### src/rtl/pma_rx_align_ctrl.sv
// Serial comma aligner: hunts K28.5, locks after repeated aligned
// commas and emits 10-bit words on the locked boundary.
module pma_rx_align_ctrl #(
    parameter logic [9:0]  COMMA_N  = 10'h0FA,
    parameter logic [9:0]  COMMA_P  = 10'h305,
    parameter int unsigned LOCK_CNT = 3,
    parameter int unsigned LOSS_CNT = 4
) (
    input  logic       clk,
    input  logic       reset,
    input  logic       en,
    input  logic       s_in,
    output logic [9:0] rx_word,
    output logic       word_valid,
    output logic       comma_det,
    output logic       sync,
    output logic [1:0] state
);

    typedef enum logic [1:0] {
        LOS  = 2'd0,
        ACQ  = 2'd1,
        SYNC = 2'd2
    } st_e;

    localparam logic [3:0] LOCK4 = 4'(LOCK_CNT);
    localparam logic [3:0] LOSS4 = 4'(LOSS_CNT);

    st_e        st_q, st_d;
    logic [9:0] win_q;
    logic [9:0] nxt;
    logic [3:0] ph_q, ph_d;
    logic [2:0] acq_q, acq_d;
    logic [2:0] err_q, err_d;
    logic       is_comma;
    logic       bnd;
    logic [3:0] acq_inc;
    logic [3:0] err_inc;

    assign nxt      = {win_q[8:0], s_in};
    assign is_comma = (nxt == COMMA_N) || (nxt == COMMA_P);
    assign bnd      = (ph_q == 4'd9);
    assign acq_inc  = {1'b0, acq_q} + 4'd1;
    assign err_inc  = {1'b0, err_q} + 4'd1;
    assign state    = st_q;

    // Next-state, phase and lock/loss counter decisions for this edge
    always_comb begin
        st_d  = st_q;
        ph_d  = bnd ? 4'd0 : ph_q + 4'd1;
        acq_d = acq_q;
        err_d = err_q;
        if (!en) begin
            st_d  = LOS;
            ph_d  = 4'd0;
            acq_d = 3'd0;
            err_d = 3'd0;
        end else if (is_comma) begin
            unique case (st_q)
                LOS: begin
                    st_d  = ACQ;
                    ph_d  = 4'd0;
                    acq_d = 3'd1;
                end
                ACQ: begin
                    if (bnd) begin
                        if (acq_inc >= LOCK4) begin
                            st_d  = SYNC;
                            acq_d = LOCK4[2:0];
                            err_d = 3'd0;
                        end else begin
                            acq_d = acq_inc[2:0];
                        end
                    end else begin
                        ph_d  = 4'd0;
                        acq_d = 3'd1;
                    end
                end
                SYNC: begin
                    if (bnd) begin
                        err_d = 3'd0;
                    end else if (err_inc >= LOSS4) begin
                        st_d  = ACQ;
                        ph_d  = 4'd0;
                        acq_d = 3'd1;
                        err_d = 3'd0;
                    end else begin
                        err_d = err_inc[2:0];
                    end
                end
                default: st_d = LOS;
            endcase
        end
    end

    // Control state, counters and the shift window
    always_ff @(posedge clk or negedge reset) begin
        if (!reset) begin
            st_q  <= LOS;
            ph_q  <= 4'd0;
            acq_q <= 3'd0;
            err_q <= 3'd0;
            win_q <= 10'd0;
            sync  <= 1'b0;
        end else begin
            st_q  <= st_d;
            ph_q  <= ph_d;
            acq_q <= acq_d;
            err_q <= err_d;
            sync  <= (st_d == SYNC);
            if (en) begin
                win_q <= nxt;
            end
        end
    end

    // Word output and comma strobe; the word is taken only on a locked boundary
    always_ff @(posedge clk or negedge reset) begin
        if (!reset) begin
            rx_word    <= 10'd0;
            word_valid <= 1'b0;
            comma_det  <= 1'b0;
        end else begin
            word_valid <= en && (st_q == SYNC) && bnd;
            comma_det  <= en && is_comma;
            if (en && (st_q == SYNC) && bnd) begin
                rx_word <= nxt;
            end
        end
    end

endmodule
### config.mk
export PLATFORM = sky130hd
export DESIGN_NAME = pma_rx_align_ctrl
export DESIGN_NICKNAME = d
export VERILOG_FILES = /design/src/rtl/pma_rx_align_ctrl.sv
export SDC_FILE = /design/constraint.sdc
export NUM_CORES = 1
export LEC_CHECK = 0
export CORE_AREA = 2 2 76 92
export CTS_CLUSTER_DIAMETER = 40
export CTS_CLUSTER_SIZE = 20
export DETAILED_ROUTE_END_ITERATION = 12
export DIE_AREA = 0 0 78 94
export GPL_ROUTABILITY_DRIVEN = 0
export PLACE_DENSITY = 0.52
export SYNTH_ARGS = -nofsm -noshare
export SYNTH_HDL_FRONTEND = slang
export SYNTH_SLANG_ARGS = --single-unit
### constraint.sdc
create_clock -name clk -period 2.2 [get_ports clk]
set_clock_uncertainty 0.2 [all_clocks]
set_input_delay 0.44 -clock clk [delete_from_list [all_inputs] [get_ports clk]]
set_output_delay 0.44 -clock clk [all_outputs]
set_load 0.03 [all_outputs]
* After elaboration in Yosys (flattened, before gate mapping)
Index checks and enable logic that the tools add are counted.
** Storage, ports and cells
- Bits in registers :: 34
- Latch bits :: 0
- RAM bits :: 0
- Bits in read-only memories :: 0
- Bits of input ports :: 4
- Memories kept :: 0
** Cells by class
- Add/sub/neg operators :: 3
- Multiply operators :: 0
- Div/mod/pow operators :: 0
- Magnitude comparators :: 2
- Equality and inequality tests :: 13
- Shifts and indexed selects :: 0
- Multiplexer cells :: 28
- Bitwise logic cells :: 0
- Reduce and logical (&&, ||, !) cells :: 7
** Operators by type and width (number)
- 3-bit two-way mux :: 12
- 4-bit two-way mux :: 6
- 2-bit two-way mux :: 6
- 3-bit inequality test (second input constant) :: 4
- 4-bit case mux with 3 select lines :: 1
- 10-bit == test (second input constant) :: 1
- 10-bit by 8-bit == test with 1-bit output (second input constant) :: 1
- 3-bit case mux with 3 select lines :: 1
- 3-bit by 1-bit adder with 4-bit output (second input constant) :: 2
- 4-bit AND reduction :: 2
- 2-bit case mux with 3 select lines :: 1
- 3-bit case mux with 2 select lines :: 1
- 4-bit by 1-bit adder with 4-bit output (second input constant) :: 1
- 2-bit == test (second input constant) :: 2
- 4-bit == test (second input constant) :: 1
- 4-bit by 2-bit >= comparator with 1-bit output (second input constant) :: 1
- 4-bit by 3-bit >= comparator with 1-bit output (second input constant) :: 1
- 4-bit by 1-bit inequality test with 1-bit output (second input constant) :: 1
- 1-bit logical AND :: 3
- 3-bit by 1-bit inequality test with 1-bit output (second input constant) :: 1
- 2-bit by 1-bit == test with 1-bit output (second input constant) :: 1
- 2-bit logical NOT :: 1
- 2-bit by 1-bit inequality test with 1-bit output (second input constant) :: 1
- 1-bit logical OR :: 1

* Depth between registers and ports, before layout
Gate-level depths: netlist (run 1).
- Word-level depth :: 8
- Depth in mapped cells :: 7
- Gate-level depth less buffers :: 7

* Least setup slack after synthesis (run 1)
No wires, ideal clock.
- Path kind :: reg2reg
- From :: register ph_q[1]
- To :: register err_q[1]
- Library setup time :: 0.125 ns
- Arrival time :: 1.820 ns
- Slack :: 0.055 ns
- Stages on the path, launching flop included :: 8
- Path buffers :: 0
- Clock period less this slack :: 2.145 ns
- Cell sequence :: dfrtp_1 > inv_1 > ha_1 > nand3b_4 > or3_4 > o211a_1 > a21oi_1 > mux2_2
** On the way
- Longest elaborated chain between the ends :: 5
- Elaborated cells on any way between the ends :: 7
** Ends and longest elaborated chain
- from (decl) :: RTL line 32 : logic [3:0] ph_q, ph_d;
- from (signal assigned) :: RTL line 107 : ph_q <= ph_d;
- 4-bit == test * :: RTL line 42 : assign bnd = (ph_q == 4'd9);
- 3-bit two-way mux :: RTL line 80 : if (bnd) begin
- 3-bit case mux with 2 select lines :: RTL line 59 : unique case (st_q)
- 3-bit two-way mux :: RTL line 58 : end else if (is_comma) begin
- 3-bit two-way mux :: RTL line 53 : if (!en) begin
- to (signal assigned) :: RTL line 109 : err_q <= err_d;
- to (decl) :: RTL line 34 : logic [2:0] err_q, err_d;
Every way passes the cells marked *; elsewhere a longest branch is shown, timed or not. The select of a mux whose other input is x is not followed.
A chain may end at the register's enable or synchronous reset.

* Worst setup path after layout (run 1)
Same ends and word-level chain as after synthesis.

==> results.md, run 1 <==
- Flop pwr share: 0.519
- CP Launch Type: register
- P per Cell Area: 701 nW/um^2
- Fin cells: approximately 250
- Fraction of the cycle the final worst path needs: 0.959
- Vias per cell: roughly 4.5
- Routed len/inst: 12.7 um
- Syn nets: 135
- Comb pwr share: 0.089
- Required time of the critical path: approximately 2200 ps
- DR vias: ~1,100
- Avg Cell Area, Syn: 12.4 um^2
- Gr usage total: 0.0940
- Residual antenna-violating net count after detailed routing: 0
- Maximum clock frequency: 474 MHz
- Core box area: 6410 um^2
- Initial antenna violation count: 0
- CTS tree: built
- Final net count: 168
- Area share of fa/ha/maj cells after synthesis: 0.0318
- IO Port Bufs: 18
- Die H: about 94 um
- RSZ-0062 raised after global routing: false
- Xor-xnor portion of the synthesized cell area: 0.0111
- Pint: 0.00109 W
- Placed Cells: between 200 and 250
- Largest net degree at the start of global routing: 35
- CTS Buffer Depth: 2
- Syn-to-layout area delta: 30.9%
- Distinct cells, synth: 40
- Die area: 7330 um^2
- Synth Cell Area: 1570 um^2
- Synth Area in Simple Gates: 0.162
- CTS sink count: 34
- Clk Latency, worst-skew pair: roughly 280 ps
- Main synth FF type: dfrtp_1
- VDD IR max: approximately 230 uV
- First-pass GRT wire length: 5450 um
- Crit path kind: reg -> reg
- DR pass1 iterations: 4
- Clk slew on worst S/H paths: 70 ps
- CP Data Arrival Time: 2070 ps
- Top-Level Pins: 19
- Starting Density: 0.246
- Register area share after synthesis: 0.541
- Antenna cell count: 0
- Max H-tree Level: 2
- Post-CTS Setup Inserts: 0
- Run status: complete, no violations
- Layout cell share with drive strength beyond 1: 0.317
- Multiplexer area fraction after synthesis: 0.150
- Grt ovf: 0
- Psw: 0.000353 W
- Fin. Hold Viols: 0
- Core Rows: 32
- Crit path time final: 2110 ps
- Rel. slew slack: 0.720
- Async SR Flop Fraction: 1.00
- Sw frac: 0.244
- Synth Instances: about 130
- Synth Area in Compound Gates: 0.0764
- Worst-path fanout max: 3
- DPL Wire Length: 2370 um
- Root Buffer: clkbuf_8
- Final Max Slew Viols: 0
- FF+latch count, synth: 34
- Vias in the first global route: ~1,200
- Synth warn: 0
- P_leak: 0.960 nW
- Routed wire length: 3130 um
- Post-route DRC violation count: 0
- Largest family of logic cells by synthesized area: simple AND/OR/NAND/NOR gates
- CP endpoint kind: register
- Hold slack: between 200 and 300 ps
- 1st-iter DRT viols: 46
- Final setup viols: 0
- Clock power frac: 0.391
- Die width: 78 um
- Worst slew pin tran: 420 ps
- Worst Hold Class: in -> reg
- Post-synth EDFFs: 0
- CTS Buf Count: 5
- Post-CTS Hold Fix Bufs: 0
- Max Cap Viol: 0
-- kinds of logic (layout without fill, tap and decap cells) --
family	count (synthesis)	count (layout)
mux	21	21
flops	34	34
fa+ha+maj	4	4
xor+xnor	2	2
simple gates	40	40
compound gates	17	17
buf+inv	9	43
-- metal layers --
layer	vias to the layer above	routed length (um)	track usage	part of all wire
met5	-	0	0	0
li1	523	-	-	-
met3	9	96	0.0221	0.031
met1	564	1300	0.101	0.42
met2	18	1670	0.172	0.53
met4	0	58	0.0439	0.019
-- cell usage after synthesis, drive strengths merged, types with 2 or more instances --
| library cell | count | area, um^2 |
|---|---|---|
| mux2 | 20 | 225 |
| o211a | 2 | 20.0 |
| nor2 | 10 | 37.5 |
| nand3b | 2 | 27.5 |
| or3 | 2 | 17.5 |
| nor4 | 2 | 27.5 |
| inv | 4 | 15.0 |
| dfrtp | 34 | 851 |
| nor3 | 3 | 15.0 |
| ha | 4 | 50.1 |
| nand3 | 2 | 10.0 |
| a21oi | 5 | 25.0 |
| o21ai | 3 | 15.0 |
| clkbuf | 2 | 7.51 |
| nand2 | 8 | 30.0 |
| and4 | 2 | 18.8 |
| buf | 3 | 21.3 |
| o2bb2ai | 2 | 17.5 |
-- final timing paths --
| check | from | to | slack, ps | depth (start not counted) |
|---|---|---|---|---|
| max in group asynchronous | reset | err_q[1] | 1140 | 2 |
| max reg2reg | ph_q[1] | err_q[1] | 90 | 7 |
| min in group asynchronous | reset | acq_q[1] | 360 | 2 |
| min | s_in | rx_word[0] | 280 | 2 |
| max | ph_q[1] | err_q[1] | 90 | 7 |
| min reg2reg | err_q[0] | err_q[0] | 310 | 1 |
-- sequential cells by signal (all words and copies together) (netlist names) --
register and cells:
rx_word 10, comma_det 1, word_valid 1, acq_q 3, ph_q 4, state 2, sync 1, win_q 9
err_q 3
-- power groups by stage --
stage / logic, W / clock network [W] / registers, W
finish: 0.000129 / 0.000565 / 0.000750
global placement: 0.000121 / 0 / 0.000759
detailed placement: 0.000127 / 0 / 0.000762
floorplan: 0.0000808 / 0 / 0.000742
global route: 0.000145 / 0.000602 / 0.000760
CTS: 0.000129 / 0.000573 / 0.000750
-- cell type report --
type	count	area, um^2
Multi-Input combinational cell	84	694
Tap cell	85	106
Timing Repair Buffer	31	283
Sequential cell	34	851
Inverter	4	15.0
Clock buffer	6	72.6
Clock inverter	2	37.5
Fill cell	649	4350
-- worst max-delay path, cell delays in order (launching register included) --
cell	delay, ps
dfrtp_1	390
inv_2	70
ha_4	140
nand3b_4	80
or3_4	390
o211a_1	230
a21oi_2	140
mux2_2	350
-- through the flow --
| stage | TNS, ps | utilization | worst slack [ps] | power (W) | cell area (um^2) |
|---|---|---|---|---|---|
| after global routing | 0 | 0.321 | 2.36 | 0.00151 | 2060 |
| final | 0 | 0.321 | 90.5 | 0.00144 | 2060 |
| after global placement | -1190 | 0.301 | -183 | 0.000880 | 1930 |
| after CTS | 0 | 0.319 | 11.3 | 0.00145 | 2040 |
| after detailed placement | -1840 | 0.301 | -246 | 0.000890 | 1930 |
| after floorplan | 0 | - | 55.2 | 0.000823 | 1570 |
-- timing repair --
| item | CTS | global route |
|---|---|---|
| resized for setup | 1 | 5 |
| setup endpoints to repair | 1 | 7 |
| pin swaps | 0 | 0 |
-- cells in the final DEF, fill, tap and decap left out, types with 2 or more instances in the layout --
cell	instances
nor3_1	3
o2bb2ai_1	2
nor2_1	10
clkbuf_8	5
dlymetal6s2s_1	2
dfrtp_1	34
o21ai_0	3
mux2_2	20
ha_1	3
inv_1	3
nand2_1	8
a21oi_1	4
o211a_1	2
buf_4	13
nand3_1	2
clkdlybuf4s50_1	16
Power figures use the tool's default switching activity.
==> inputs of run 2 (changes only) <==
==> constraint.sdc (replaced) <==
create_clock -name clk -period 1.84 [get_ports clk]
set_clock_uncertainty 0.2 [all_clocks]
set_input_delay 0.368 -clock clk [delete_from_list [all_inputs] [get_ports clk]]
set_output_delay 0.368 -clock clk [all_outputs]
set_load 0.03 [all_outputs]
==> results.md, run 2 (synthesis gave the netlist of run 1 again) <==
- Vias per cell: around 4.5
- Required time of the critical path: 1810 ps
- Layout fillers: 633
- Antenna cell count: 0
- IO Port Bufs: 18
- CTS tree: built
- Area of the multi-input gates: 783 um^2
- Layout cell share with drive strength beyond 1: 0.467
- 1st-iter DRT viols: 35
- Post-layout util: 0.361
- VDD IR max: around 270 uV
- Root Buffer: clkbuf_8
- Commonest non-fill, non-tap cells in the layout: dfrtp_1 (33), buf_4 (32), mux2_2 (18)
- Clk slew on worst S/H paths: 80 ps
- Vias in the first global route: 1,240
- P_leak: between 1 and 1.5 nW
- RSZ-0062 raised after global routing: true
- DR pass1 iterations: 4
- Core box area: approximately 6400 um^2
- Fraction of the cycle the final worst path needs: 1.13
- Critical Path End: err_q[1]
- Max Cap Viol: 0
- Worst slew pin tran: 346 ps
- Run status: finished, violations left
- CTS Buffer Depth: 2
- Setup slack after layout: -234 ps
- Placed Cells: 256
- Final setup viols: 4
- CP max stage cell: dfrtp_1
- Maximum clock frequency: 482 MHz
- Top-Level Pins: 19
- CTS Buf Count: 5
- Rel. slew slack: 0.768
- Final Max Slew Viols: 0
- Max reg flops: 10
- TNS Setup: -423 ps
- Max H-tree Level: 2
- First-pass GRT wire length: 5840 um
- Critical path startpoint: ph_q[1]
- Routed len/inst: about 13 um
- Reg-to-reg endpoint: err_q[1]
- Hold slack: 236 ps
- Gr usage total: 0.103
- Post-route DRC violation count: 0
- Routed wire length: 3480 um
- DP Area: 2100 um^2
- CP Launch Type: register
- Core Rows: 32
- Fin cells: 269
- CP Data Arrival Time: 2050 ps
- Post-route cell area: 2310 um^2
- Top Registers: rx_word x10, win_q x9, ph_q x4
- R2R cell count: 7
- CP max stage delay: 390 ps
- Final net count: roughly 190
- Syn-to-layout area delta: 46.9%
- R2R setup slack: -230 ps
- Crit path kind: reg -> reg
- Failing checks: setup timing
- Die area: 7330 um^2
- Worst R2R Start: ph_q[1]
- DPL Wire Length: 2540 um
- Die H: 94 um
- CP cell instances: inv_2 -> ha_4 -> nand3b_4 -> or3_4 -> o211a_1 -> a21oi_2 -> mux2_4
- Largest Register: rx_word
- CP endpoint kind: register
- Register Area: 852 um^2
- Fin. Hold Viols: 0
- DR vias: around 1,200
- Most common cell after layout, fill and taps aside: dfrtp_1
- Residual antenna-violating net count after detailed routing: 0
- Crit path time final: between 2000 and 2500 ps
- Worst path top cell family by delay: simple AND/OR/NAND/NOR gates
- Die width: between 70 and 80 um
- CTS sink count: 34
- Starting Density: 0.246
- Crit path buffers/inverters: 1
- P per Cell Area: approximately 760 nW/um^2
- Worst Hold Class: in -> async
- Largest net degree at the start of global routing: 35
- Worst-path fanout max: 3
- Critical path depth: 7
- Initial antenna violation count: 0
- Grt ovf: 0
- Clk Latency, worst-skew pair: 290 ps
-- run 2: cell types whose count changed in the layout (fill, tap and decap cells not counted), moves of 3 or more --
cell,delta
buf_6,+3
dlygate4sd2_1,+16
buf_4,+19
clkdlybuf4s50_1,-14
-- run 2: final cells by class --
type,instances,area share
sequential,34,0.369
multi-input combinational,84,0.339
timing repair buffer,54,0.197
tap,85,0.0460
clock buffer,6,0.0358
clock inverter,2,0.00704
inverter,4,0.00650
-- run 2: metal layers --
metal / routed length [um] / GRT usage
met5: 0 / 0
met4: 57 / 0.0439
met3: 120 / 0.0298
met2: 1880 / 0.190
met1: 1420 / 0.108
-- run 2: what timing repair did --
item	CTS	global route
gates resized for setup	22	13
pin swaps	6	5
setup endpoints to repair	28	19
setup buffers	3	3
hold buffers	0	0
-- run 2: worst min-delay path by stage --
stage	start	endpoint	slack, ps	cells after the start
detailed placement	err_q[0]	err_q[0]	300	1
global placement	err_q[0]	err_q[0]	290	1
CTS	reset	rx_word[9]	240	2
floorplan	reset	acq_q[0]	-130	0
global route	reset	acq_q[1]	240	2
finish	reset	acq_q[1]	240	2
-- run 2: metrics by stage --
step	worst slack, ps	total power [W]
CTS	-243	0.00177
global placement	-459	0.00114
detailed placement	-509	0.00115
floorplan	-198	0.000991
finish	-234	0.00176
global route	-321	0.00186
-- run 2: report_power, final --
group,switching (W),leakage (nW),internal (W)
Clock,0.000290,0.0478,0.000308
Combinational,0.000114,0.634,0.000172
Sequential,0.0000664,0.452,0.000812
Total,0.000470,1.13,0.00129
==> inputs of run 3 (changes only) <==
--- a/config.mk
+++ b/config.mk
@@ -5,6 +5,7 @@
 export SDC_FILE = /design/constraint.sdc
 export NUM_CORES = 1
 export LEC_CHECK = 0
+export CAP_MARGIN = 20
 export CORE_AREA = 2 2 76 92
 export CTS_CLUSTER_DIAMETER = 40
 export CTS_CLUSTER_SIZE = 20
==> results of run 3 <==
Final layout, timing and power as in run 2 (identical DEF).
